<file path="config.mk">
export PLATFORM = sky130hd
export DESIGN_NAME = seven_seg_scan_flat
export DESIGN_NICKNAME = d
export VERILOG_FILES = /design/src/rtl/seven_seg_scan_if.sv /design/src/rtl/seven_seg_scan.sv /design/src/flat_wrapper.sv
export SDC_FILE = /design/constraint.sdc
export NUM_CORES = 1
export LEC_CHECK = 0
export BUFFER_PORTS_ARGS = -buffer_cell sky130_fd_sc_hd__clkbuf_2
export CORE_MARGIN = 2
export CORE_UTILIZATION = 45
export CTS_CLUSTER_DIAMETER = 30
export DETAILED_ROUTE_END_ITERATION = 6
export PLACE_DENSITY_LB_ADDON = 0.25
export SETUP_SLACK_MARGIN = 0.05
export SYNTH_ARGS = -nofsm -noshare
export SYNTH_HDL_FRONTEND = slang
export SYNTH_SLANG_ARGS = --single-unit
</file>
<file path="constraint.sdc">
create_clock -name clk -period 4.1 [get_ports clk]
set_input_delay 1.025 -clock clk [delete_from_list [all_inputs] [get_ports clk]]
set_output_delay 1.025 -clock clk [all_outputs]
set_load 0.02 [all_outputs]
</file>
<file path="src/rtl/seven_seg_scan_if.sv">
// Display-side bundle for seven_seg_scan: value/control inputs and scan outputs.
interface seven_seg_scan_if #(
    parameter int unsigned NUM_DIGITS = 8
);
    logic [4*NUM_DIGITS-1:0] i_value;
    logic [NUM_DIGITS-1:0]   i_dp;
    logic [NUM_DIGITS-1:0]   i_digit_en;
    logic                    i_blank_lz;
    logic                    i_hold;
    logic [NUM_DIGITS-1:0]   o_an;
    logic [6:0]              o_seg;
    logic                    o_dp;
    logic                    o_frame_start;

    // Source of display data (board logic / testbench).
    modport master (
        output i_value, i_dp, i_digit_en, i_blank_lz, i_hold,
        input  o_an, o_seg, o_dp, o_frame_start
    );

    // The scan driver itself.
    modport slave (
        input  i_value, i_dp, i_digit_en, i_blank_lz, i_hold,
        output o_an, o_seg, o_dp, o_frame_start
    );
endinterface

</file>
<file path="src/rtl/seven_seg_scan.sv">
// Multiplexed seven-segment driver: prescaled digit scan, per-frame snapshot,
// ghosting guard, leading-zero blanking, digit enables and output polarity.
module seven_seg_scan #(
    parameter int unsigned NUM_DIGITS     = 8,
    parameter int unsigned CLK_DIV        = 100000,
    parameter int unsigned BLANK_CYCLES   = 1,
    parameter bit          ACTIVE_LOW_SEG = 1'b1,
    parameter bit          ACTIVE_LOW_AN  = 1'b1
) (
    input logic             clk,
    input logic             rstn,
    seven_seg_scan_if.slave bus
);
    localparam int unsigned IDX_W = (NUM_DIGITS > 1) ? $clog2(NUM_DIGITS) : 1;
    localparam int unsigned PS_W  = $clog2(CLK_DIV);
    localparam int unsigned VAL_W = 4 * NUM_DIGITS;

    // Reject illegal configurations at elaboration.
    if (NUM_DIGITS < 1 || NUM_DIGITS > 16) begin : g_bad_digits
        $fatal(1, "seven_seg_scan: NUM_DIGITS must be 1..16");
    end
    if (CLK_DIV < 2) begin : g_bad_div
        $fatal(1, "seven_seg_scan: CLK_DIV must be >= 2");
    end
    if (BLANK_CYCLES >= CLK_DIV) begin : g_bad_blank
        $fatal(1, "seven_seg_scan: BLANK_CYCLES must be < CLK_DIV");
    end

    logic [PS_W-1:0]       ps;
    logic [IDX_W-1:0]      idx;
    logic [VAL_W-1:0]      val_snap;
    logic [NUM_DIGITS-1:0] dp_snap;
    logic [NUM_DIGITS-1:0] en_snap;
    logic                  blz_snap;

    logic                  frame_edge_c;
    logic [NUM_DIGITS-1:0] blank_c;
    logic                  zero_above;
    logic                  lit_c;
    logic [3:0]            nibble_c;
    logic [NUM_DIGITS-1:0] an_c;
    logic [6:0]            seg_c;
    logic                  dp_c;

    // Active-high g..a hex decode.
    function automatic logic [6:0] hex_decode(input logic [3:0] n);
        case (n)
            4'h0: hex_decode = 7'h3F;
            4'h1: hex_decode = 7'h06;
            4'h2: hex_decode = 7'h5B;
            4'h3: hex_decode = 7'h4F;
            4'h4: hex_decode = 7'h66;
            4'h5: hex_decode = 7'h6D;
            4'h6: hex_decode = 7'h7D;
            4'h7: hex_decode = 7'h07;
            4'h8: hex_decode = 7'h7F;
            4'h9: hex_decode = 7'h6F;
            4'hA: hex_decode = 7'h77;
            4'hB: hex_decode = 7'h7C;
            4'hC: hex_decode = 7'h39;
            4'hD: hex_decode = 7'h5E;
            4'hE: hex_decode = 7'h79;
            default: hex_decode = 7'h71;
        endcase
    endfunction

    assign frame_edge_c = (ps == '0) && (idx == '0);

    // Prescaler, digit index and frame snapshot.
    always_ff @(posedge clk) begin
        if (!rstn) begin
            ps       <= '0;
            idx      <= '0;
            val_snap <= '0;
            dp_snap  <= '0;
            en_snap  <= '0;
            blz_snap <= 1'b0;
        end else begin
            if (ps == PS_W'(CLK_DIV - 1)) begin
                ps  <= '0;
                idx <= (idx == IDX_W'(NUM_DIGITS - 1)) ? '0 : idx + IDX_W'(1);
            end else begin
                ps <= ps + PS_W'(1);
            end
            if (frame_edge_c && !bus.i_hold) begin
                val_snap <= bus.i_value;
                dp_snap  <= bus.i_dp;
                en_snap  <= bus.i_digit_en;
                blz_snap <= bus.i_blank_lz;
            end
        end
    end

    // Leading-zero mask: digit k blanked when it and everything above it is zero.
    always_comb begin
        zero_above = 1'b1;
        blank_c    = '0;
        for (int k = int'(NUM_DIGITS) - 1; k >= 1; k--) begin
            zero_above = zero_above & (val_snap[4*k +: 4] == 4'h0);
            blank_c[k] = blz_snap & zero_above;
        end
    end

    // Next output values in active-high form, before polarity.
    always_comb begin
        nibble_c = val_snap[{idx, 2'b00} +: 4];
        lit_c    = (32'(ps) >= BLANK_CYCLES) && en_snap[idx] && !blank_c[idx];
        an_c     = '0;
        seg_c    = '0;
        dp_c     = 1'b0;
        if (lit_c) begin
            an_c  = NUM_DIGITS'(1) << idx;
            seg_c = hex_decode(nibble_c);
            dp_c  = dp_snap[idx];
        end
    end

    // Registered outputs with polarity applied last.
    always_ff @(posedge clk) begin
        if (!rstn) begin
            bus.o_an          <= {NUM_DIGITS{ACTIVE_LOW_AN}};
            bus.o_seg         <= {7{ACTIVE_LOW_SEG}};
            bus.o_dp          <= ACTIVE_LOW_SEG;
            bus.o_frame_start <= 1'b0;
        end else begin
            bus.o_an          <= an_c ^ {NUM_DIGITS{ACTIVE_LOW_AN}};
            bus.o_seg         <= seg_c ^ {7{ACTIVE_LOW_SEG}};
            bus.o_dp          <= dp_c ^ ACTIVE_LOW_SEG;
            bus.o_frame_start <= frame_edge_c;
        end
    end
endmodule

</file>
<file path="src/flat_wrapper.sv">
// flat-port wrapper written by rule: the top's interface ports become plain ports
module seven_seg_scan_flat 
#(
    parameter int unsigned NUM_DIGITS     = 8,
    parameter int unsigned CLK_DIV        = 100000,
    parameter int unsigned BLANK_CYCLES   = 1,
    parameter bit          ACTIVE_LOW_SEG = 1'b1,
    parameter bit          ACTIVE_LOW_AN  = 1'b1
)
  (clk, rstn, bus_i_value, bus_i_dp, bus_i_digit_en, bus_i_blank_lz, bus_i_hold, bus_o_an, bus_o_seg, bus_o_dp, bus_o_frame_start);
  seven_seg_scan_if #(.NUM_DIGITS(NUM_DIGITS)) bus_i ();
  input logic clk;
  input logic rstn;
  input wire logic [$bits(bus_i.i_value)-1:0] bus_i_value;
  input wire logic [$bits(bus_i.i_dp)-1:0] bus_i_dp;
  input wire logic [$bits(bus_i.i_digit_en)-1:0] bus_i_digit_en;
  input wire logic [$bits(bus_i.i_blank_lz)-1:0] bus_i_blank_lz;
  input wire logic [$bits(bus_i.i_hold)-1:0] bus_i_hold;
  output wire logic [$bits(bus_i.o_an)-1:0] bus_o_an;
  output wire logic [$bits(bus_i.o_seg)-1:0] bus_o_seg;
  output wire logic [$bits(bus_i.o_dp)-1:0] bus_o_dp;
  output wire logic [$bits(bus_i.o_frame_start)-1:0] bus_o_frame_start;
  assign bus_i.i_value = bus_i_value;
  assign bus_i.i_dp = bus_i_dp;
  assign bus_i.i_digit_en = bus_i_digit_en;
  assign bus_i.i_blank_lz = bus_i_blank_lz;
  assign bus_i.i_hold = bus_i_hold;
  assign bus_o_an = bus_i.o_an;
  assign bus_o_seg = bus_i.o_seg;
  assign bus_o_dp = bus_i.o_dp;
  assign bus_o_frame_start = bus_i.o_frame_start;
  seven_seg_scan #(.NUM_DIGITS(NUM_DIGITS), .CLK_DIV(CLK_DIV), .BLANK_CYCLES(BLANK_CYCLES), .ACTIVE_LOW_SEG(ACTIVE_LOW_SEG), .ACTIVE_LOW_AN(ACTIVE_LOW_AN)) u_core (.clk(clk), .rstn(rstn), .bus(bus_i));
endmodule
</file>
# Word-level counts from Yosys, hierarchy flattened
# Memory sizes are Yosys's and may differ from the RTL's.
# Index checks and enable logic that the tools add are counted.
# totals
regBits	86
latchBits	0
ramBits	0
mem_bits_ro	112
input_bits	52
output_inout_bits	17
word_cells	62
memories	1
# classes
addsub	2
mul	0
div	0
n_lt_le_gt_ge	2
n_eq_ne	2
shifts	2
muxes	10
bitwise_logic	17
reduce_logical	16
# mem_list
memory	depth	width	read_ports	rd_clocked_by_memory_dff	wr	line	text
(no name shown)	16	7	1	0	0	seven_seg_scan.sv:47	case (n)
# op_table
operator	n
$shiftx A32 B6 Y4	1
$logic_not A4 Y1	7
$add A17 B1 Y17 const B	1
$eq A17 B17 Y1 const B	1
$ge A17 B1 Y1 const B	1
$logic_not A17 Y1	1
$and A1 B1 Y1	13
$bmux W1 S3	3
$mux W8	1
$not A8 Y8	1
$shl A1 B3 Y8 const A	1
$mux W7	1
$not A7 Y7	1
$logic_and A1 B1 Y1	4
$lt A3 B4 Y1 const B	1
$mux W1	4
$add A3 B1 Y3 const B	1
$eq A3 B3 Y1 const B	1
$logic_not A3 Y1	1
$mux W3	1
$logic_not A1 Y1	2
$not A1 Y1	2
$reduce_or A2 Y1	1

# Logic depth before layout (Yosys ltp)
# Gate-level depths: netlist of run 1.
# logic_depth
depth_word	14
mapped_depth	11
mapped_depth_nobuf	9

# Least setup slack after synthesis of run 1
# OpenSTA, ideal clock, no wires.
# synth_path
kind	reg2reg
startpoint	reg u_core.idx[1]
endpoint	reg u_core.bus.o_seg[3]
t_arrival_ns	2.135
path_slack_ns	1.845
stages_incl_launch_ff	11
path_buffers	2
period_less_slack_ns	2.255
cell_sequence	dfxtp_1 buf_4 buf_4 mux4_2 nand2_1 and2_1 inv_1 ha_1 mux2_2 mux2i_1 nand2_1
# synth_via
elab_chain_cells	6
# synth_rtl
element	line	text
from (decl)	seven_seg_scan.sv:30	logic [IDX_W-1:0] idx;
from (signal assigned)	seven_seg_scan.sv:81	idx <= (idx == IDX_W'(NUM_DIGITS - 1)) ? '0 : idx + IDX_W'(1);
parallel branches: the longest is 4 deep, another holds $mem_v2 Z16 W7	-	
$mux W7 (*)	seven_seg_scan.sv:111	if (lit_c) begin
$not A7 Y7 (no source line) (*)	-	
to (signal assigned)	seven_seg_scan.sv:122	bus.o_seg <= {7{ACTIVE_LOW_SEG}};
to (signal assigned)	seven_seg_scan.sv:127	bus.o_seg <= seg_c ^ {7{ACTIVE_LOW_SEG}};
to (decl)	seven_seg_scan_if.sv:24	output o_an, o_seg, o_dp, o_frame_start
# Every way passes the cells marked *. The select of a mux whose other input is x is not followed.
# A chain may end at the register's enable or synchronous reset.

# Worst setup path in the final report of run 1
# Same ends and word-level chain as after synthesis.

==> impl_metrics.toml, run 1 <==
[cts]
cts_tree = "built"
post_cts_buffers = 0
cts_made_buffers = 9
ctsHtreeMaxLevel = 3
cts_sinks = 86
cts_root_buf = "clkbuf_8"
ctsResizeCount = 0
clk_pin_slew_ns = 0.08
clk_latency_ns = 0.34
cts_buffer_depth = 2
hold_buffers = 0

[layout]
postLayoutCellArea_um2 = 4430
drive_gt1_share_pct = 23.3
finalNetCount = 509
syn2layout_area_growth_pct = 15.4
antennaDiodeCount = 0
fin_util_pct = 53.6
n_fill_cell = 772

[job]
maxCapViolations = 0

[detailed_routing]
met3_length_um = 350
drt_iter0_drc = 104
dr_total_vias = 2792
drc = 0
wl_mm = 7.77
route.met2.wl_mm = 3.47
wl_per_cell_um = 14.1
drtPass1Iterations = 5
m1WireLength_mm = 3.86
highest_layer = "met4"
final_antenna_net_count = 0
via_per_inst = 5.06

[placed_design]
port_buffers = 68
post_dp_cell_area_um2 = 4230
routabilityCongestion = 0.810
hpwl_mm = 5.62

[timing]
hold_viol = 0
fin_setup_tns_ns = 0
period_needed_ns = 3.09
slew_headroom_pct = 28.0
worst_slew_pin_slew_ns = 1.05
holdWs_ns = 0.493
fmax_mhz = 324
fin_crit_sh_pct = 75.3
rsz0062_at_grt = "false"
fin_worst_skew_ns = 0.0106
maxSlewViolCount = 0
setup_viol = 0

[power]
peakVddDrop_uv = 197
power_density_nw_per_um2 = 388
p_leak_nw = 1.83

[status]
status = "finished, final reports clean"

[setup_path]
crit_fanout = 19
endpoint_kind = "flip-flop"
worst-setup-path-type = "flip-flop to flip-flop"
crit_required_ns = 4.33
start_kind = "flip-flop"
cp.arrival_ns = 3.31

[global_routing]
grt_overflow = 0
grt_pass1_wl_mm = 12.7
grt_pass1_vias = 2614
grt_max_degree = 56
antenna_found_initial = 0
grt_util_all_layers_pct = 17.8

[floorplanning]
pin_count = 69
die_w_um = 96.3
rows = 33
fp.dieH_um = 96.3
die-area_um2 = 9280
coreArea_um2 = 8260
initial_utilization_pct = 46.5

[yosys]
yosysSeqAreaShare_pct = 44.9
yosysMostFrequentCell = "dfxtp_1"
synth_cell_type_count = 37
synthesis.area_um2 = 3840
async_flop_share_pct = 0
synth_top_area_cell = "dfxtp_1"
synthCells = 379
ys_seq_elements = 86
syn_avg_cell_area_um2 = 10.1
synth_edf_count = 0
yosysWarnings = 0
yosys-top-cells-area = "dfxtp_1 (45%), mux2i_1 (15%), nor2_1 (7.3%)"
synth_nets = 446
synthFlopType = "dfxtp_1"
netlist_top_cells_count = "dfxtp_1 (86), nor2_1 (75), mux2i_1 (56)"
yosysTopAreaCellShare_pct = 44.9

[min_path]
worstHoldPathType = "flip-flop to flip-flop"
## logic make-up after synthesis
logic type,count (synthesis),synth area share (%)
DFF,86,44.9
xor gates and xnor gates,15,3.42
adders and majority gates,15,4.89
buffers and inverters,29,3.88
muxes,72,22.9
and+or+nand+nor,143,16.9
AOI/OAI and AO/OA,19,3.13
## where the power goes
part | switching, W | total (W) | internal [W]
sequential | 0.0000299 | 0.000905 | 0.000875
combinational | 0.000107 | 0.000210 | 0.000103
clock | 0.000286 | 0.000601 | 0.000315
total | 0.000423 | 0.00172 | 0.00129
## cells in the final DEF (no fill, tap or decap), drive strengths merged, types with 8 or more instances in the layout
cell,netlist,final
clkbuf,6,81
ha,15,15
mux4,12,12
mux2i,57,57
inv,9,9
nand3,13,13
nor2,75,75
nand2,21,21
nor4,11,11
dfxtp,86,86
xor2,8,8
## critical path, stage by stage (launching register included)
cell and delay, ns:
dfxtp_1 0.94, mux4_2 0.59, mux2i_1 0.83, mux2_2 0.41
mux2i_1 0.13, nand2_1 0.06
## worst paths after layout
check / start / end / slack [ns] / depth (start not counted)
max: u_core.idx[1] / u_core.bus.o_seg[3] / 1.01 / 5
min: u_core.en_snap[5] / u_core.en_snap[5] / 0.49 / 2
max reg2reg: u_core.idx[1] / u_core.bus.o_seg[3] / 1.01 / 5
min reg2reg: u_core.en_snap[5] / u_core.en_snap[5] / 0.49 / 2
## area by class of cell
| type | count | area [um^2] | share of cell area, % |
|---|---|---|---|
| Multi-Input combinational cell | 264 | 1980 | 44.6 |
| Sequential cell | 86 | 1720 | 38.9 |
| Timing Repair Buffer | 70 | 355 | 8.03 |
| Clock buffer | 13 | 159 | 3.59 |
| Tap cell | 105 | 131 | 2.97 |
| Clock inverter | 3 | 42.5 | 0.961 |
| Inverter | 11 | 41.3 | 0.933 |
## layer usage
| layer | up-vias | GRT usage, % |
|---|---|---|
| li1 | 1439 | - |
| met1 | 1283 | 25.1 |
| met2 | 62 | 26.6 |
| met3 | 8 | 3.68 |
| met4 | 0 | 7.04 |
| met5 | - | 0 |
## registers in the layout (all words and copies together), names as in the netlist
signal	count
u_core.ps	17
u_core.bus.o_an	8
u_core.val_snap	32
u_core.bus.o_dp	1
u_core.idx	3
u_core.bus.o_frame_start	1
u_core.en_snap	8
u_core.bus.o_seg	7
u_core.dp_snap	8
u_core.blz_snap	1
## per-stage QoR
| step | instances | power, W | setup WS, ns |
|---|---|---|---|
| after floorplan | 379 | 0.00107 | 1.85 |
| after global placement | 536 | 0.00113 | 1.13 |
| after detailed placement | 536 | 0.00114 | 1.01 |
| after CTS | 552 | 0.00173 | 0.997 |
| after global routing | 552 | 0.00179 | 0.821 |
| final | 552 | 0.00172 | 1.01 |
Power figures use the tool's default switching activity.
==> run 2: changes to the inputs <==
==> constraint.sdc (replaced) <==
create_clock -name clk -period 2.7 [get_ports clk]
set_input_delay 0.675 -clock clk [delete_from_list [all_inputs] [get_ports clk]]
set_output_delay 0.675 -clock clk [all_outputs]
set_load 0.02 [all_outputs]
==> run 2 against run 1 <==
  * Sequential power grew 52%
  * Hold slack gained 0.012 ns
  * Utilization grew 0.91 points
  * Power grew 47%
  * Via count grew 1.8%
  * Final cell count grew 1.6%
  * Sequential share of layout area shrank 0.62 points
  * Clock power grew 36%
  * Worst setup slack lost 0.61 ns
  * Wire length grew 1.7%
  * Highest routed layer unchanged
  * Die area is the same
==> impl_metrics.toml, run 2 (synthesis results as in run 1) <==
[min_path]
worstHoldPathType = "flip-flop to flip-flop"
hold_path.startpoint = "u_core.dp_snap[4]"

[floorplanning]
pin_count = 69
die-area_um2 = 9280
initial_utilization_pct = 46.5
rows = 33
die_w_um = 96.3
coreArea_um2 = 8260
fp.dieH_um = 96.3

[timing]
fmax_mhz = 435
hold_viol = 0
fin_worst_skew_ns = 0.00968
worst_slew_pin_slew_ns = 0.726
slew_headroom_pct = 51.4
fin_crit_sh_pct = 85.1
rsz0062_at_grt = "false"
period_needed_ns = 2.30
maxSlewViolCount = 0
setup_viol = 0

[global_routing]
grt_util_all_layers_pct = 18.7
grt_max_degree = 37
grt_pass1_wl_mm = 13.2
grt_overflow = 0
antenna_found_initial = 0
grt_pass1_vias = 2756

[power]
p_clk_share_pct = 32.4
switchingPower_w = 0.000668
internal-power_w = 0.00185
comb_power_share_pct = 13.1
seqPwrFrac_pct = 54.6
power_density_nw_per_um2 = 560
peakVddDrop_uv = 237
p_sw_share_pct = 26.5
p_leak_nw = 1.87

[placed_design]
post_dp_cell_area_um2 = 4320
hpwl_mm = 5.93
port_buffers = 68
dp.cells = 545
routabilityCongestion = 0.838

[layout]
syn2layout_area_growth_pct = 17.3
top_regs = "u_core.val_snap x32, u_core.ps x17"
finalNonFillerCells = 561
antennaDiodeCount = 0
final_common_cell = "dfxtp_1"
regMostFlops = "u_core.val_snap"
fin_util_pct = 54.5
largest_reg_flops = 32
drive_gt1_share_pct = 25.4
finalNetCount = 518
postLayoutCellArea_um2 = 4500
mostFrequentLayoutCells = "dfxtp_1 (85), nor2_1 (75), clkbuf_2 (68)"

[cts]
cts_sinks = 86
cts_root_buf = "clkbuf_8"
post_cts_buffers = 0
cts_made_buffers = 9
cts_tree = "built"
clk_pin_slew_ns = 0.08
clk_latency_ns = 0.36
cts_buffer_depth = 2
ctsHtreeMaxLevel = 3

[detailed_routing]
wl_mm = 7.90
drc = 0
route.met2.wl_mm = 3.64
drt_iter0_drc = 93
drtPass1Iterations = 4
wl_per_cell_um = 14.1
via_per_inst = 5.06
dr_total_vias = 2841
m1WireLength_mm = 3.77
final_antenna_net_count = 0
highest_layer = "met4"
met3_length_um = 421

[setup_path]
start_kind = "flip-flop"
endpoint_kind = "flip-flop"
cp_cell_sequence = "mux4_2 > nand2_1 > and2_1 > inv_1 > ha_1 > mux2_2 > mux2i_1 > nand2_1"
crit_fanout = 12
cp_common_cell = "nand2_1"
crit_start = "u_core.idx[1]"
rr_startpoint = "u_core.idx[1]"
worst-setup-path-type = "flip-flop to flip-flop"
slowest_stage = "mux4_2"
slowest_delay_ns = 0.55
crit_required_ns = 2.92
cp.arrival_ns = 2.52

[status]
status = "finished, final reports clean"

[job]
maxCapViolations = 0
==> run 2: area by class of cell <==
type / count / area [um^2]
clock buffers: 11 / 141
clock inverters: 5 / 35.0
fillers: 766 / 3760
inverters: 11 / 41.3
multi-input cells: 264 / 1980
flip-flops and latches: 86 / 1720
well taps: 105 / 131
repair buffers: 79 / 448
==> run 2: worst paths after layout <==
| kind | cells past startpoint | end | slack, ns |
|---|---|---|---|
| max | 8 | u_core.bus.o_seg[3] | 0.40 |
| min | 2 | u_core.dp_snap[4] | 0.51 |
| max reg2reg | 8 | u_core.bus.o_seg[3] | 0.40 |
| min reg2reg | 2 | u_core.dp_snap[4] | 0.51 |
==> run 2: metrics by stage <==
step	hold slack [ns]	power, W	TNS, ns	setup WS, ns
6_report	0.505	0.00252	0	0.403
5_1_grt	0.543	0.00263	0	0.200
4_1_cts	0.505	0.00254	0	0.164
3_5_place_dp	0.483	0.00174	-0.0276	-0.0267
3_3_place_gp	0.467	0.00173	0	0.0906
2_1_floorplan	0.455	0.00163	0	0.445
==> run 2: power groups by stage <==
| stage | clock (W) | sequential [W] | combinational, W |
|---|---|---|---|
| final | 0.000816 | 0.00138 | 0.000329 |
| after detailed placement | 0 | 0.00141 | 0.000330 |
| after global routing | 0.000880 | 0.00138 | 0.000370 |
| after CTS | 0.000830 | 0.00138 | 0.000333 |
| after floorplan | 0 | 0.00139 | 0.000238 |
| after global placement | 0 | 0.00140 | 0.000324 |
==> run 2: what timing repair did <==
item | 4_1_cts | 5_1_grt
resized for setup | 1 | 1
endpoints found under the setup margin | 3 | 5
hold buffers | 0 | 0
gates cloned | 0 | 0
==> run 2: worst max-delay path: cells and delay by family (launching register included) <==
kind,cells,cell delay (ns)
adders and majority gates,1,0.22
DFF,1,0.53
muxes,3,0.94
buffers and inverters,1,0.14
and+or+nand+nor,3,0.34
==> run 2: layer usage <==
| layer | track usage (%) | vias to the layer above |
|---|---|---|
| li1 | - | 1458 |
| met1 | 25.8 | 1314 |
| met2 | 28.9 | 63 |
| met3 | 3.76 | 6 |
| met4 | 7.28 | 0 |
| met5 | 0 | - |
==> run 3: changes to the inputs <==
--- a/config.mk
+++ b/config.mk
@@ -5,11 +5,12 @@
 export SDC_FILE = /design/constraint.sdc
 export NUM_CORES = 1
 export LEC_CHECK = 0
-export BUFFER_PORTS_ARGS = -buffer_cell sky130_fd_sc_hd__clkbuf_2
+export CORE_ASPECT_RATIO = 0.8
 export CORE_MARGIN = 2
 export CORE_UTILIZATION = 45
-export CTS_CLUSTER_DIAMETER = 30
+export CTS_CLUSTER_DIAMETER = 80
 export DETAILED_ROUTE_END_ITERATION = 6
+export DONT_BUFFER_PORTS = 1
 export PLACE_DENSITY_LB_ADDON = 0.25
 export SETUP_SLACK_MARGIN = 0.05
 export SYNTH_ARGS = -nofsm -noshare
==> run 3 against run 2 <==
  * Power rose by 3.0%
  * Sequential power about the same
  * Sequential cell count unchanged
  * Wire length is 4.4% higher
  * Worst setup slack worse by 0.061 ns
  * Clock power up 14%
  * Critical path depth unchanged
  * Clock skew shrank 0.0018 ns
  * Non-clock buffer count down 68
  * Critical path type unchanged
  * Largest cell class unchanged
  * Highest routed layer unchanged
==> impl_metrics.toml, run 3 (synthesis results as in run 1) <==
[layout]
top_regs = "u_core.val_snap x32, u_core.ps x17"
antennaDiodeCount = 0
drive_gt1_share_pct = 12.6
regMostFlops = "u_core.val_snap"
mostFrequentLayoutCells = "dfxtp_1 (85), nor2_1 (75), mux2i_1 (56)"
finalNetCount = 450
n_fill_cell = 775
syn2layout_area_growth_pct = 8.87
largest_reg_flops = 32
final_common_cell = "dfxtp_1"
fin_util_pct = 49.9

[global_routing]
grt_pass1_wl_mm = 13.6
grt_pass1_vias = 2618
grt_util_all_layers_pct = 19.0
grt_max_degree = 29
grt_overflow = 0
antenna_found_initial = 0

[power]
p_sw_share_pct = 25.4
peakVddDrop_uv = 315
internal-power_w = 0.00194
p_total_w = 0.00260
comb_power_share_pct = 10.8
p_leak_nw = 1.61
switchingPower_w = 0.000658
seqPwrFrac_pct = 53.3
power_density_nw_per_um2 = 622
p_clk_share_pct = 35.9

[setup_path]
worst-setup-path-type = "flip-flop to flip-flop"
start_kind = "flip-flop"
cp.arrival_ns = 2.56
endpoint_kind = "flip-flop"
crit_fanout = 13
crit_required_ns = 2.91

[floorplanning]
coreArea_um2 = 8370
initial_utilization_pct = 45.8
pin_count = 69
rows = 30
die-area_um2 = 9290
die_w_um = 107
fp.dieH_um = 86.6

[placed_design]
port_buffers = 0
hpwl_mm = 6.23
routabilityCongestion = 0.878

[timing]
setup_viol = 0
holdWs_ns = 0.464
fin_worst_skew_ns = 0.00787
fin_crit_sh_pct = 87.3
hold_viol = 0
maxSlewViolCount = 0
worst_slew_pin_slew_ns = 0.759
rsz0062_at_grt = "false"
slew_headroom_pct = 49.2
fin_setup_tns_ns = 0
period_needed_ns = 2.36
fmax_mhz = 424

[detailed_routing]
wl_per_cell_um = 16.5
final_antenna_net_count = 0
drtPass1Iterations = 4
via_per_inst = 5.33
wl_mm = 8.25
drt_iter0_drc = 119
dr_total_vias = 2667
drc = 0

[cts]
cts_tree = "built"
clk_latency_ns = 0.35
cts_sinks = 86
cts_buffer_depth = 2
cts_made_buffers = 9
ctsHtreeMaxLevel = 3
post_cts_buffers = 0
hold_buffers = 0
cts_root_buf = "clkbuf_8"
clk_pin_slew_ns = 0.08

[status]
status = "finished, final reports clean"

[min_path]
worstHoldPathType = "primary input to flip-flop"

[job]
maxCapViolations = 0
==> run 3: changes by cell type in the layout (fill, tap and decap cells not counted) <==
cell / change
bufinv_16: +1
clkbuf_8: +1
buf_12: -2
buf_4: +2
clkbuf_2: -68
clkinvlp_4: -1
clkbuf_1: -1
==> run 3: worst paths after layout <==
| path | startpoint | endpoint | slack (ns) | cells past startpoint |
|---|---|---|---|---|
| worst max-delay path | u_core.idx[1] | u_core.bus.o_seg[3] | 0.34 | 8 |
| worst min-delay path | bus_i_dp[3] | u_core.dp_snap[3] | 0.46 | 2 |
| worst max register to register | u_core.idx[1] | u_core.bus.o_seg[3] | 0.34 | 8 |
| worst min register to register | u_core.en_snap[1] | u_core.en_snap[1] | 0.50 | 2 |
==> run 3: final cells by class <==
| cell class | instances | area (um^2) | area share (%) |
|---|---|---|---|
| multi-input cells | 264 | 1980 | 47.4 |
| clock buffers | 11 | 151 | 3.62 |
| inverters | 11 | 41.3 | 0.988 |
| well taps | 112 | 140 | 3.35 |
| repair buffers | 11 | 82.6 | 1.98 |
| flip-flops and latches | 86 | 1720 | 41.2 |
| clock inverters | 5 | 57.6 | 1.38 |
==> run 3: what timing repair did <==
action	4_1_cts	5_1_grt
setup endpoints to repair	3	5
cloned	0	0
resized for setup	1	1
==> run 3: routing by layer <==
| layer | global-route usage (%) | wire, um |
|---|---|---|
| met4 | 4.96 | 91 |
| met2 | 29.7 | 3710 |
| met3 | 6.77 | 530 |
| met1 | 25.1 | 3920 |
| met5 | 0 | 0 |
==> run 3: power groups by stage <==
stage               logic [W]  clock network, W  registers [W]
finish               0.000280          0.000932        0.00138
global route         0.000314           0.00102        0.00139
CTS                  0.000281          0.000960        0.00138
detailed placement   0.000278                 0        0.00141
global placement     0.000271                 0        0.00141
floorplan            0.000238                 0        0.00139
==> run 3: worst max-delay path, stage by stage, from the launching register on <==
cell and delay (ns):
dfxtp_2 0.54, mux4_2 0.55, nand2_1 0.08, and2_1 0.21, inv_1 0.13, ha_1 0.22, mux2_2 0.27, mux2i_1 0.14
nand2_1 0.07
==> run 3: stage by stage <==
stage	instance area [um^2]	cells	worst slack [ns]
after floorplan	3840	379	0.445
after global placement	3960	484	0.117
after detailed placement	3960	484	-0.0114
final	4180	500	0.342
after global routing	4180	500	0.208
after CTS	4180	500	0.136
